File: src/rtl/icache_responder_pkg.sv
// rtl/icache_responder_pkg.sv - shared constants, FSM state type and address-split helpers
package icache_responder_pkg;

  localparam int XLEN = 32;
  localparam int ILEN = 32;
  localparam logic [XLEN-1:0] BOOT_ADDR = 32'h0000_0000;

  typedef enum logic {
    IDLE   = 1'b0,
    REFILL = 1'b1
  } icache_state_t;

  // Line index: the bits just above the line offset
  function automatic logic [XLEN-1:0] idx_of(input logic [XLEN-1:0] addr,
                                             input int off_bits, input int idx_bits);
    return (addr >> off_bits) & ((XLEN'(1) << idx_bits) - XLEN'(1));
  endfunction

  // Tag: everything above offset and index
  function automatic logic [XLEN-1:0] tag_of(input logic [XLEN-1:0] addr,
                                             input int off_bits, input int idx_bits);
    return addr >> (off_bits + idx_bits);
  endfunction

  // Word within the line, above the two byte bits
  function automatic logic [XLEN-1:0] word_of(input logic [XLEN-1:0] addr,
                                              input int word_bits);
    return (addr >> 2) & ((XLEN'(1) << word_bits) - XLEN'(1));
  endfunction

endpackage

File: src/rtl/icache_responder_if.sv
// rtl/icache_responder_if.sv - fetch-side and refill-side signals of the instruction cache
interface icache_responder_if #(
  parameter int LINE_BYTES = 16
) ();
  import icache_responder_pkg::*;

  logic                    fetch_req_i;
  logic [XLEN-1:0]         fetch_addr_i;
  logic                    flush_i;
  logic [ILEN-1:0]         instr_o;
  logic                    hit_o;
  logic                    stall_o;
  logic                    misaligned_o;
  logic                    mem_req_o;
  logic [XLEN-1:0]         mem_addr_o;
  logic                    mem_ready_i;
  logic [LINE_BYTES*8-1:0] mem_data_i;

  // Fetch stage plus instruction memory: drives requests and refill data
  modport master (
    output fetch_req_i, fetch_addr_i, flush_i, mem_ready_i, mem_data_i,
    input  instr_o, hit_o, stall_o, misaligned_o, mem_req_o, mem_addr_o
  );

  // The cache itself
  modport slave (
    input  fetch_req_i, fetch_addr_i, flush_i, mem_ready_i, mem_data_i,
    output instr_o, hit_o, stall_o, misaligned_o, mem_req_o, mem_addr_o
  );

endinterface

File: src/rtl/icache_responder_line_array.sv
// rtl/icache_responder_line_array.sv - tag/valid/data storage, one write port, combinational read
module icache_line_array #(
  parameter int NUM_LINES  = 4,
  parameter int LINE_BYTES = 16,
  parameter int TAG_BITS   = 26,
  localparam int IDX_BITS  = $clog2(NUM_LINES)
) (
  input  logic                    clk,
  input  logic                    rst,
  input  logic                    flush_i,
  input  logic                    we_i,
  input  logic [IDX_BITS-1:0]     widx_i,
  input  logic [TAG_BITS-1:0]     wtag_i,
  input  logic [LINE_BYTES*8-1:0] wdata_i,
  input  logic [IDX_BITS-1:0]     ridx_i,
  output logic                    rvalid_o,
  output logic [TAG_BITS-1:0]     rtag_o,
  output logic [LINE_BYTES*8-1:0] rdata_o
);

  logic [NUM_LINES-1:0]    valid_q, valid_d;
  logic [TAG_BITS-1:0]     tag_q  [NUM_LINES];
  logic [TAG_BITS-1:0]     tag_d  [NUM_LINES];
  logic [LINE_BYTES*8-1:0] data_q [NUM_LINES];
  logic [LINE_BYTES*8-1:0] data_d [NUM_LINES];

  // Flush clears first so a line written in the same cycle still ends up valid
  always_comb begin
    valid_d = flush_i ? '0 : valid_q;
    tag_d   = tag_q;
    data_d  = data_q;
    if (we_i) begin
      valid_d[widx_i] = 1'b1;
      tag_d[widx_i]   = wtag_i;
      data_d[widx_i]  = wdata_i;
    end
  end

  // Storage registers; reset overrides any flush or write
  always_ff @(posedge clk) begin
    if (rst) begin
      valid_q <= '0;
      for (int i = 0; i < NUM_LINES; i++) begin
        tag_q[i]  <= '0;
        data_q[i] <= '0;
      end
    end else begin
      valid_q <= valid_d;
      tag_q   <= tag_d;
      data_q  <= data_d;
    end
  end

  assign rvalid_o = valid_q[ridx_i];
  assign rtag_o   = tag_q[ridx_i];
  assign rdata_o  = data_q[ridx_i];

endmodule

File: src/rtl/icache_responder.sv
// rtl/icache_responder.sv - direct-mapped read-only instruction cache with line refill FSM
module icache_responder
  import icache_responder_pkg::*;
#(
  parameter int NUM_LINES  = 4,
  parameter int LINE_BYTES = 16
) (
  input  logic               clk,
  input  logic               rst,
  icache_responder_if.slave  bus
);

  localparam int OFF_BITS  = $clog2(LINE_BYTES);
  localparam int WORD_BITS = $clog2(LINE_BYTES / 4);
  localparam int IDX_BITS  = $clog2(NUM_LINES);
  localparam int TAG_BITS  = XLEN - OFF_BITS - IDX_BITS;
  localparam int WORDS     = LINE_BYTES / 4;

  icache_state_t           state_q, state_d;
  logic [XLEN-1:0]         addr_q, addr_d;
  logic                    we;
  logic [IDX_BITS-1:0]     rd_idx, wr_idx;
  logic [TAG_BITS-1:0]     lk_tag, wr_tag, rd_tag;
  logic                    rd_valid;
  logic [LINE_BYTES*8-1:0] rd_data;
  logic [ILEN-1:0]         word_sel;
  logic                    misaligned;
  logic                    lookup_hit;

  assign rd_idx     = IDX_BITS'(idx_of(bus.fetch_addr_i, OFF_BITS, IDX_BITS));
  assign lk_tag     = TAG_BITS'(tag_of(bus.fetch_addr_i, OFF_BITS, IDX_BITS));
  assign wr_idx     = IDX_BITS'(idx_of(addr_q, OFF_BITS, IDX_BITS));
  assign wr_tag     = TAG_BITS'(tag_of(addr_q, OFF_BITS, IDX_BITS));
  assign misaligned = |bus.fetch_addr_i[1:0];
  assign lookup_hit = rd_valid && (rd_tag == lk_tag);

  icache_line_array #(
    .NUM_LINES  (NUM_LINES),
    .LINE_BYTES (LINE_BYTES),
    .TAG_BITS   (TAG_BITS)
  ) u_lines (
    .clk      (clk),
    .rst      (rst),
    .flush_i  (bus.flush_i),
    .we_i     (we),
    .widx_i   (wr_idx),
    .wtag_i   (wr_tag),
    .wdata_i  (bus.mem_data_i),
    .ridx_i   (rd_idx),
    .rvalid_o (rd_valid),
    .rtag_o   (rd_tag),
    .rdata_o  (rd_data)
  );

  // Pick the addressed 32-bit word out of the looked-up line
  always_comb begin
    word_sel = '0;
    for (int w = 0; w < WORDS; w++) begin
      if (word_of(bus.fetch_addr_i, WORD_BITS) == XLEN'(w)) begin
        word_sel = rd_data[w*32 +: 32];
      end
    end
  end

  // Lookup in IDLE, refill handshake in REFILL; reset forces every output low
  always_comb begin
    state_d          = state_q;
    addr_d           = addr_q;
    we               = 1'b0;
    bus.hit_o        = 1'b0;
    bus.stall_o      = 1'b0;
    bus.instr_o      = '0;
    bus.mem_req_o    = 1'b0;
    bus.mem_addr_o   = '0;
    bus.misaligned_o = bus.fetch_req_i && misaligned;
    case (state_q)
      IDLE: begin
        if (bus.fetch_req_i && !misaligned) begin
          if (bus.flush_i) begin
            bus.stall_o = 1'b1;
          end else if (lookup_hit) begin
            bus.hit_o   = 1'b1;
            bus.instr_o = word_sel;
          end else begin
            bus.stall_o = 1'b1;
            addr_d      = bus.fetch_addr_i & ~XLEN'(LINE_BYTES - 1);
            state_d     = REFILL;
          end
        end
      end
      REFILL: begin
        bus.mem_req_o  = 1'b1;
        bus.mem_addr_o = addr_q;
        bus.stall_o    = 1'b1;
        if (bus.mem_ready_i) begin
          we      = 1'b1;
          state_d = IDLE;
        end
      end
    endcase
    if (rst) begin
      bus.hit_o        = 1'b0;
      bus.stall_o      = 1'b0;
      bus.instr_o      = '0;
      bus.mem_req_o    = 1'b0;
      bus.mem_addr_o   = '0;
      bus.misaligned_o = 1'b0;
    end
  end

  // FSM state and latched refill address
  always_ff @(posedge clk) begin
    if (rst) begin
      state_q <= IDLE;
      addr_q  <= '0;
    end else begin
      state_q <= state_d;
      addr_q  <= addr_d;
    end
  end

endmodule

File: src/flat_wrapper.sv
// flat-port wrapper written by rule: the top's interface ports become plain ports
module icache_responder_flat import icache_responder_pkg::*;
#(
  parameter int NUM_LINES  = 4,
  parameter int LINE_BYTES = 16
)
  (clk, rst, bus_fetch_req_i, bus_fetch_addr_i, bus_flush_i, bus_mem_ready_i, bus_mem_data_i, bus_instr_o, bus_hit_o, bus_stall_o, bus_misaligned_o, bus_mem_req_o, bus_mem_addr_o);
  icache_responder_if #(.LINE_BYTES(LINE_BYTES)) bus_i ();
  input  logic clk;
  input  logic rst;
  input wire logic [$bits(bus_i.fetch_req_i)-1:0] bus_fetch_req_i;
  input wire logic [$bits(bus_i.fetch_addr_i)-1:0] bus_fetch_addr_i;
  input wire logic [$bits(bus_i.flush_i)-1:0] bus_flush_i;
  input wire logic [$bits(bus_i.mem_ready_i)-1:0] bus_mem_ready_i;
  input wire logic [$bits(bus_i.mem_data_i)-1:0] bus_mem_data_i;
  output wire logic [$bits(bus_i.instr_o)-1:0] bus_instr_o;
  output wire logic [$bits(bus_i.hit_o)-1:0] bus_hit_o;
  output wire logic [$bits(bus_i.stall_o)-1:0] bus_stall_o;
  output wire logic [$bits(bus_i.misaligned_o)-1:0] bus_misaligned_o;
  output wire logic [$bits(bus_i.mem_req_o)-1:0] bus_mem_req_o;
  output wire logic [$bits(bus_i.mem_addr_o)-1:0] bus_mem_addr_o;
  assign bus_i.fetch_req_i = bus_fetch_req_i;
  assign bus_i.fetch_addr_i = bus_fetch_addr_i;
  assign bus_i.flush_i = bus_flush_i;
  assign bus_i.mem_ready_i = bus_mem_ready_i;
  assign bus_i.mem_data_i = bus_mem_data_i;
  assign bus_instr_o = bus_i.instr_o;
  assign bus_hit_o = bus_i.hit_o;
  assign bus_stall_o = bus_i.stall_o;
  assign bus_misaligned_o = bus_i.misaligned_o;
  assign bus_mem_req_o = bus_i.mem_req_o;
  assign bus_mem_addr_o = bus_i.mem_addr_o;
  icache_responder #(.NUM_LINES(NUM_LINES), .LINE_BYTES(LINE_BYTES)) u_core (.clk(clk), .rst(rst), .bus(bus_i));
endmodule
File: config.mk
export PLATFORM = sky130hd
export DESIGN_NAME = icache_responder_flat
export DESIGN_NICKNAME = d
export VERILOG_FILES = /design/src/rtl/icache_responder_pkg.sv /design/src/rtl/icache_responder_if.sv /design/src/rtl/icache_responder_line_array.sv /design/src/rtl/icache_responder.sv /design/src/flat_wrapper.sv
export SDC_FILE = /design/constraint.sdc
export NUM_CORES = 2
export LEC_CHECK = 0
export BUFFER_PORTS_ARGS = -buffer_cell sky130_fd_sc_hd__buf_2
export CAP_MARGIN = 40
export CORE_MARGIN = 1.5
export CORE_UTILIZATION = 46
export DETAILED_ROUTE_END_ITERATION = 16
export PLACE_DENSITY = 0.68
export SYNTH_ARGS = -nofsm -noshare
export SYNTH_HDL_FRONTEND = slang
export SYNTH_SLANG_ARGS = --single-unit
export TNS_END_PERCENT = 5
File: constraint.sdc
create_clock -name clk -period 6.6 [get_ports clk]
set_input_delay 1.32 -clock clk [delete_from_list [all_inputs] [get_ports clk]]
set_output_delay 1.32 -clock clk [all_outputs]
set_load 0.03 [all_outputs]
# Yosys cells after proc, flatten, opt, wreduce, memory -nomap -nowiden
# Cells that the tools add are included.
dict set report op_classes {
  bitwise 6
  eq_ne 4
  mux 48
  order_cmp 6
  n_reduce_logical 9
}
# op count
set op_table {}
lappend op_table {{512-bit bitwise mux} 1}
lappend op_table {{128-bit two-way mux} 3}
lappend op_table {{32-bit two-way mux} 11}
lappend op_table {{128-bit binary-select mux with 2-bit select} 1}
lappend op_table {{128-bit demux with 2-bit select} 1}
lappend op_table {{104-bit bitwise mux} 1}
lappend op_table {{26-bit two-way mux} 3}
lappend op_table {{26-bit binary-select mux with 2-bit select} 1}
lappend op_table {{26-bit demux with 2-bit select} 1}
lappend op_table {{32-bit zero test} 1}
lappend op_table {{26-bit == test} 1}
lappend op_table {{1-bit two-way mux} 19}
lappend op_table {{4-bit two-way mux} 2}
lappend op_table {{3-bit >= comparator (second input constant)} 2}
lappend op_table {{2-bit by 3-bit less-than comparator with 1-bit output (second input constant)} 2}
lappend op_table {{2-bit NOT with 3-bit output} 2}
lappend op_table {{1-bit logical AND} 5}
lappend op_table {{2-bit == test (second input constant)} 2}
lappend op_table {{4-bit bitwise OR} 1}
lappend op_table {{1-bit case mux with 2 select lines} 2}
lappend op_table {{4-bit AND reduction} 1}
lappend op_table {{3-bit by 1-bit less-than comparator with 1-bit output (second input constant)} 1}
lappend op_table {{1-bit NOT} 3}
lappend op_table {{1-bit binary-select mux with 2-bit select} 1}
lappend op_table {{5 further kinds} 5}
dict set report totals {
  word_cells 84
  register_bits 649
  input_bits 165
  output_inout_bits 68
}

# Depth between registers and ports, before layout
dict set report logic_depth {
  word_depth 13
  mapped_depth 12
  mapped_depth_nobuf 7
}

# Hierarchy
# From an unflattened synthesis, not the netlist that was laid out.
dict set report hier_totals {
  hier_cells 2589
  area_unflattened_um2 30565.6
}
# mod area_each_um2 seq_area_each_um2 n_inst cells_per_inst
set by_module_without_submodules {}
lappend by_module_without_submodules {icache_line_array 28020.6 12411.9 1 2364}
lappend by_module_without_submodules {icache_responder 2544.9 580.6 1 225}

# Worst setup path before layout
# Ideal clock, no wire load.
dict set report synth_path {
  kind {input to output}
  from {in bus_fetch_addr_i[5]}
  to {out bus_instr_o[10]}
  arrival_ns 3.681
  stages 11
  path_buffers 4
  setup_slack_ns 1.599
  path_cell_list {buf_6 > buf_12 > buf_2 > mux2i_1 > xor2_1 > nand3_1 > a222oi_1 > nand4_2 > nand2b_4 > clkbuf_1 > nor2b_1}
}
dict set report synth_via {
  elab_chain_cells 13
}
# item line_no
set synth_rtl {}
lappend synth_rtl {{start, declared} flat_wrapper.sv:12} ;# input wire logic [$bits(bus_i.fetch_addr_i)-1:0] bus_fetch_addr_i;
lappend synth_rtl {{2-bit NOT with 3-bit output (implied by the code)} {icache_responder_line_array.sv:55, icache_responder_line_array.sv:56}}
lappend synth_rtl {{128-bit binary-select mux with 2-bit select} icache_responder_line_array.sv:56} ;# assign rdata_o = data_q[ridx_i];
lappend synth_rtl {{128-bit two-way mux (implied by the code) (2 in series)} icache_responder_line_array.sv:56}
lappend synth_rtl {{32-bit two-way mux (4 in series)} icache_responder.sv:59} ;# if (word_of(bus.fetch_addr_i, WORD_BITS) == XLEN'(w)) begin
lappend synth_rtl {{32-bit two-way mux *} icache_responder.sv:81} ;# end else if (lookup_hit) begin
lappend synth_rtl {{32-bit two-way mux *} icache_responder.sv:79} ;# if (bus.flush_i) begin
lappend synth_rtl {{32-bit two-way mux *} icache_responder.sv:78} ;# if (bus.fetch_req_i && !misaligned) begin
lappend synth_rtl {{32-bit two-way mux *} icache_responder.sv:76} ;# case (state_q)
lappend synth_rtl {{32-bit two-way mux *} icache_responder.sv:101} ;# if (rst) begin
lappend synth_rtl {{end, declared} flat_wrapper.sv:16} ;# output wire logic [$bits(bus_i.instr_o)-1:0] bus_instr_o;
# Mark *: on every way between the ends. The rest lies on a longest branch, timed or not. The select of a mux whose other input is x is not followed.

# Final worst setup path
dict set report layout_path {
  from {in bus_fetch_addr_i[5]}
  to {out bus_instr_o[23]}
}
# The elaborated chain is that of the path after synthesis.

==> results.md <==
* Status: complete, no violations
* DRT antenna net count at 0
* Hold-fix buffers, CTS at 0
* Reg clk slew, reported paths at 60 ps
* Global-route wire length before repair at 133 mm
* Synth cell types at 46
* DR DRC count at 0
* Root buffer cell: clkbuf_16
* Worst hold endpoint: u_core.u_lines.data_q[169]$_SDFFE_PP0P_
* Final setup viols at 0
* Final WL at 88.0 mm
* Initial DRC Count at 2306
* R2r worst-path depth at 8
* Cell Area, Synth at 27400 sq um
* # nets final at 3389
* Worst setup margin at 915 ps
* R2r setup slk at 3730 ps
* P per Cell Area at 263 nW/um^2
* Main synth FF type: dfxtp_1
* Worst Tran Pin Value at 1220 ps
* Worst Hold Depth at 2
* Worst path required time at 5280 ps
* PortBufs at 228
* Worst reg2reg startpoint: u_core.u_lines.tag_q[17]$_SDFFE_PP0P_
* Row cnt at 89
* Post-synthesis sequential area ratio at 0.474
* Min Tclk post-route at 5690 ps
* IO Pins at 233
* Pre-CTS setup slack at 987 ps
* CP Class: in2out
* Worst vdd ir at 0.255 mV
* Setup repair after global routing missed its margin: false
* Hold Vio Cnt, Final at 0
* Area of the core at 59000 sq um
* GR Overflow Total at 0
* Total Neg Setup Slack at 0 ps
* Hold Path Origin: u_core.u_lines.data_q[169]$_SDFFE_PP0P_
* Post-CTS sizing at 0
* Utilization after layout at 0.530
* Post-synth EDFFs at 0
* Largest net degree at the start of global routing at 233
* Initial antenna violation count at 38
* Crit start category: input pin
* Slowest CP cell: mux4_1
* Via-to-Cell Ratio at 5.75
* Min-delay worst type: reg2reg
* Commonest non-fill, non-tap cell in the layout: nand2_1
* GRT Resource Usage Total at 0.284
* Fin crit share at 0.861
* Worst path max stage delay at 640 ps
* Final GP Congestion at 0.860
* Rel. slew slack at 0.185
* Post-synth ARST share at 0
* Share of cells above drive strength 1 at 0.175
* Vias at 23400
* Max-cap violations at 0
* Commonest cells after routing, fill and taps aside: nand2_1, dfxtp_1, a21oi_1
* Full die area at 61100 sq um
* Cell chain of the critical path: clkbuf_8, mux4_1, xnor2_1, nand3_1, nor3_1, nand4_2, nand2b_4, nor2b_1, buf_2
* TritonRoute pass-1 iters at 5
* H-tree levels at 3
* CP endpoint kind: output port
* Synth warn at 0
* CTS tree: yes
* Number of CTS-inserted buffers at 70
* Clock Latency Late Sink at 620 ps
* Deepest clock path buffer count at 3
* Gate Count Post-Synth at 3160
* Post-CTS Setup Inserts at 0
* Die W at 247 um
* Synthesized flop and latch total at 649
* FF-to-FF End: u_core.addr_q[26]$_SDFFE_PP0P_
* Peak Freq at 176 MHz
* Clock Sinks at 649
* Vias in the first global route at 21800
* WP data arrival at 4370 ps
* Die height at 247 um
* WL/cell at 21.7 um
* Skew final at 26.9 ps
* Fin. max-slew vios at 0
* Mean Syn Cell Area at 8.68 sq um
* Area Growth Syn to Fin at 14.0%
* Initial cell density of the core at 0.465
* Maximum fanout along the worst path at 52
* Leak pwr at 0.0106 uW
* Post-DP HPWL at 52.0 mm
-- per-layer routing --
layer / track usage / routed length (um) / vias up
li1: - / - / 10800
met1: 0.380 / 36700 / 11400
met2: 0.439 / 40300 / 945
met3: 0.0773 / 8470 / 191
met4: 0.102 / 2310 / 28
met5: 0 / 161 / -
-- sequential cells by signal, summed over array words and instances (netlist names) --
name / cells
u_core.addr_q: 28
u_core.state_q: 1
u_core.u_lines.tag_q: 104
u_core.u_lines.valid_q: 4
u_core.u_lines.data_q: 512
-- through the flow --
stage          power (uW)  hold WS (ps)  instance area (sq um)  cells
2_1_floorplan        4230           432                  27400   3163
3_3_place_gp         4390           439                  28800   3918
3_5_place_dp         4400           443                  29000   3925
4_1_cts              8260           451                  31200   4045
5_1_grt              8440           463                  31300   4056
6_report             8240           450                  31300   4064
-- Yosys cell counts (all sizes together) (2+ instances only) --
master     n  area share
clkbuf   217       0.030
nor3       2     0.00036
and2      31      0.0071
xor2       4      0.0013
nor3b      2     0.00055
mux4     176        0.14
a32o      28       0.011
nor4b      2     0.00087
or4        2     0.00068
nand4      5      0.0014
or3        3     0.00068
mux2i     24      0.0088
nand2b     6      0.0016
nor2b     33      0.0075
dfxtp    649        0.47
inv        2     0.00027
o22ai      2     0.00046
nand3      7      0.0013
and4       4      0.0013
a22o       2     0.00064
nor2       8      0.0011
nand2   1240        0.17
buf       51       0.010
xnor2     24      0.0077
a21oi    624        0.11
o21ai      2     0.00036
-- logic make-up after synthesis --
family / Yosys count / share of synthesized area
AND/OR/NAND/NOR: 1345 / 0.194
other: 1 / 0.000137
XOR/XNOR: 28 / 0.00894
multiplexers: 201 / 0.154
flip-flops: 649 / 0.474
AO/OA/AOI/OAI: 666 / 0.130
buffers and inverters: 270 / 0.0400
-- critical path, delay by kind of cell --
family / cells / cell delay (ps)
XOR/XNOR: 1 / 310
buffers and inverters: 2 / 710
multiplexers: 1 / 640
AND/OR/NAND/NOR: 5 / 1350
-- cell type report --
class	count	area, sq um
Antenna cell	19	47.5
Clock buffer	98	2020
Clock inverter	22	250
Fill cell	5425	27700
Inverter	2	7.51
Multi-Input combinational cell	2244	13400
Sequential cell	649	13000
Tap cell	773	967
Timing Repair Buffer	257	1610
-- worst max-delay path by stage --
stage | from | endpoint | slack [ps] | cells past startpoint
after detailed placement | bus_fetch_addr_i[5] | bus_instr_o[21] | 990 | 9
after global routing | bus_fetch_addr_i[5] | bus_instr_o[22] | 800 | 9
after global placement | bus_fetch_addr_i[5] | bus_instr_o[21] | 1050 | 9
final | bus_fetch_addr_i[5] | bus_instr_o[23] | 910 | 9
after floorplan | bus_fetch_addr_i[5] | bus_instr_o[10] | 1600 | 11
after CTS | bus_fetch_addr_i[5] | bus_instr_o[21] | 980 | 9
-- where the power goes --
group / switching [uW] / internal, uW / total [uW]
clock network: 1620 / 2290 / 3920
logic: 255 / 125 / 380
registers: 12.3 / 3930 / 3940
total: 1890 / 6350 / 8240
No activity file was read; power rests on OpenSTA's default activity.
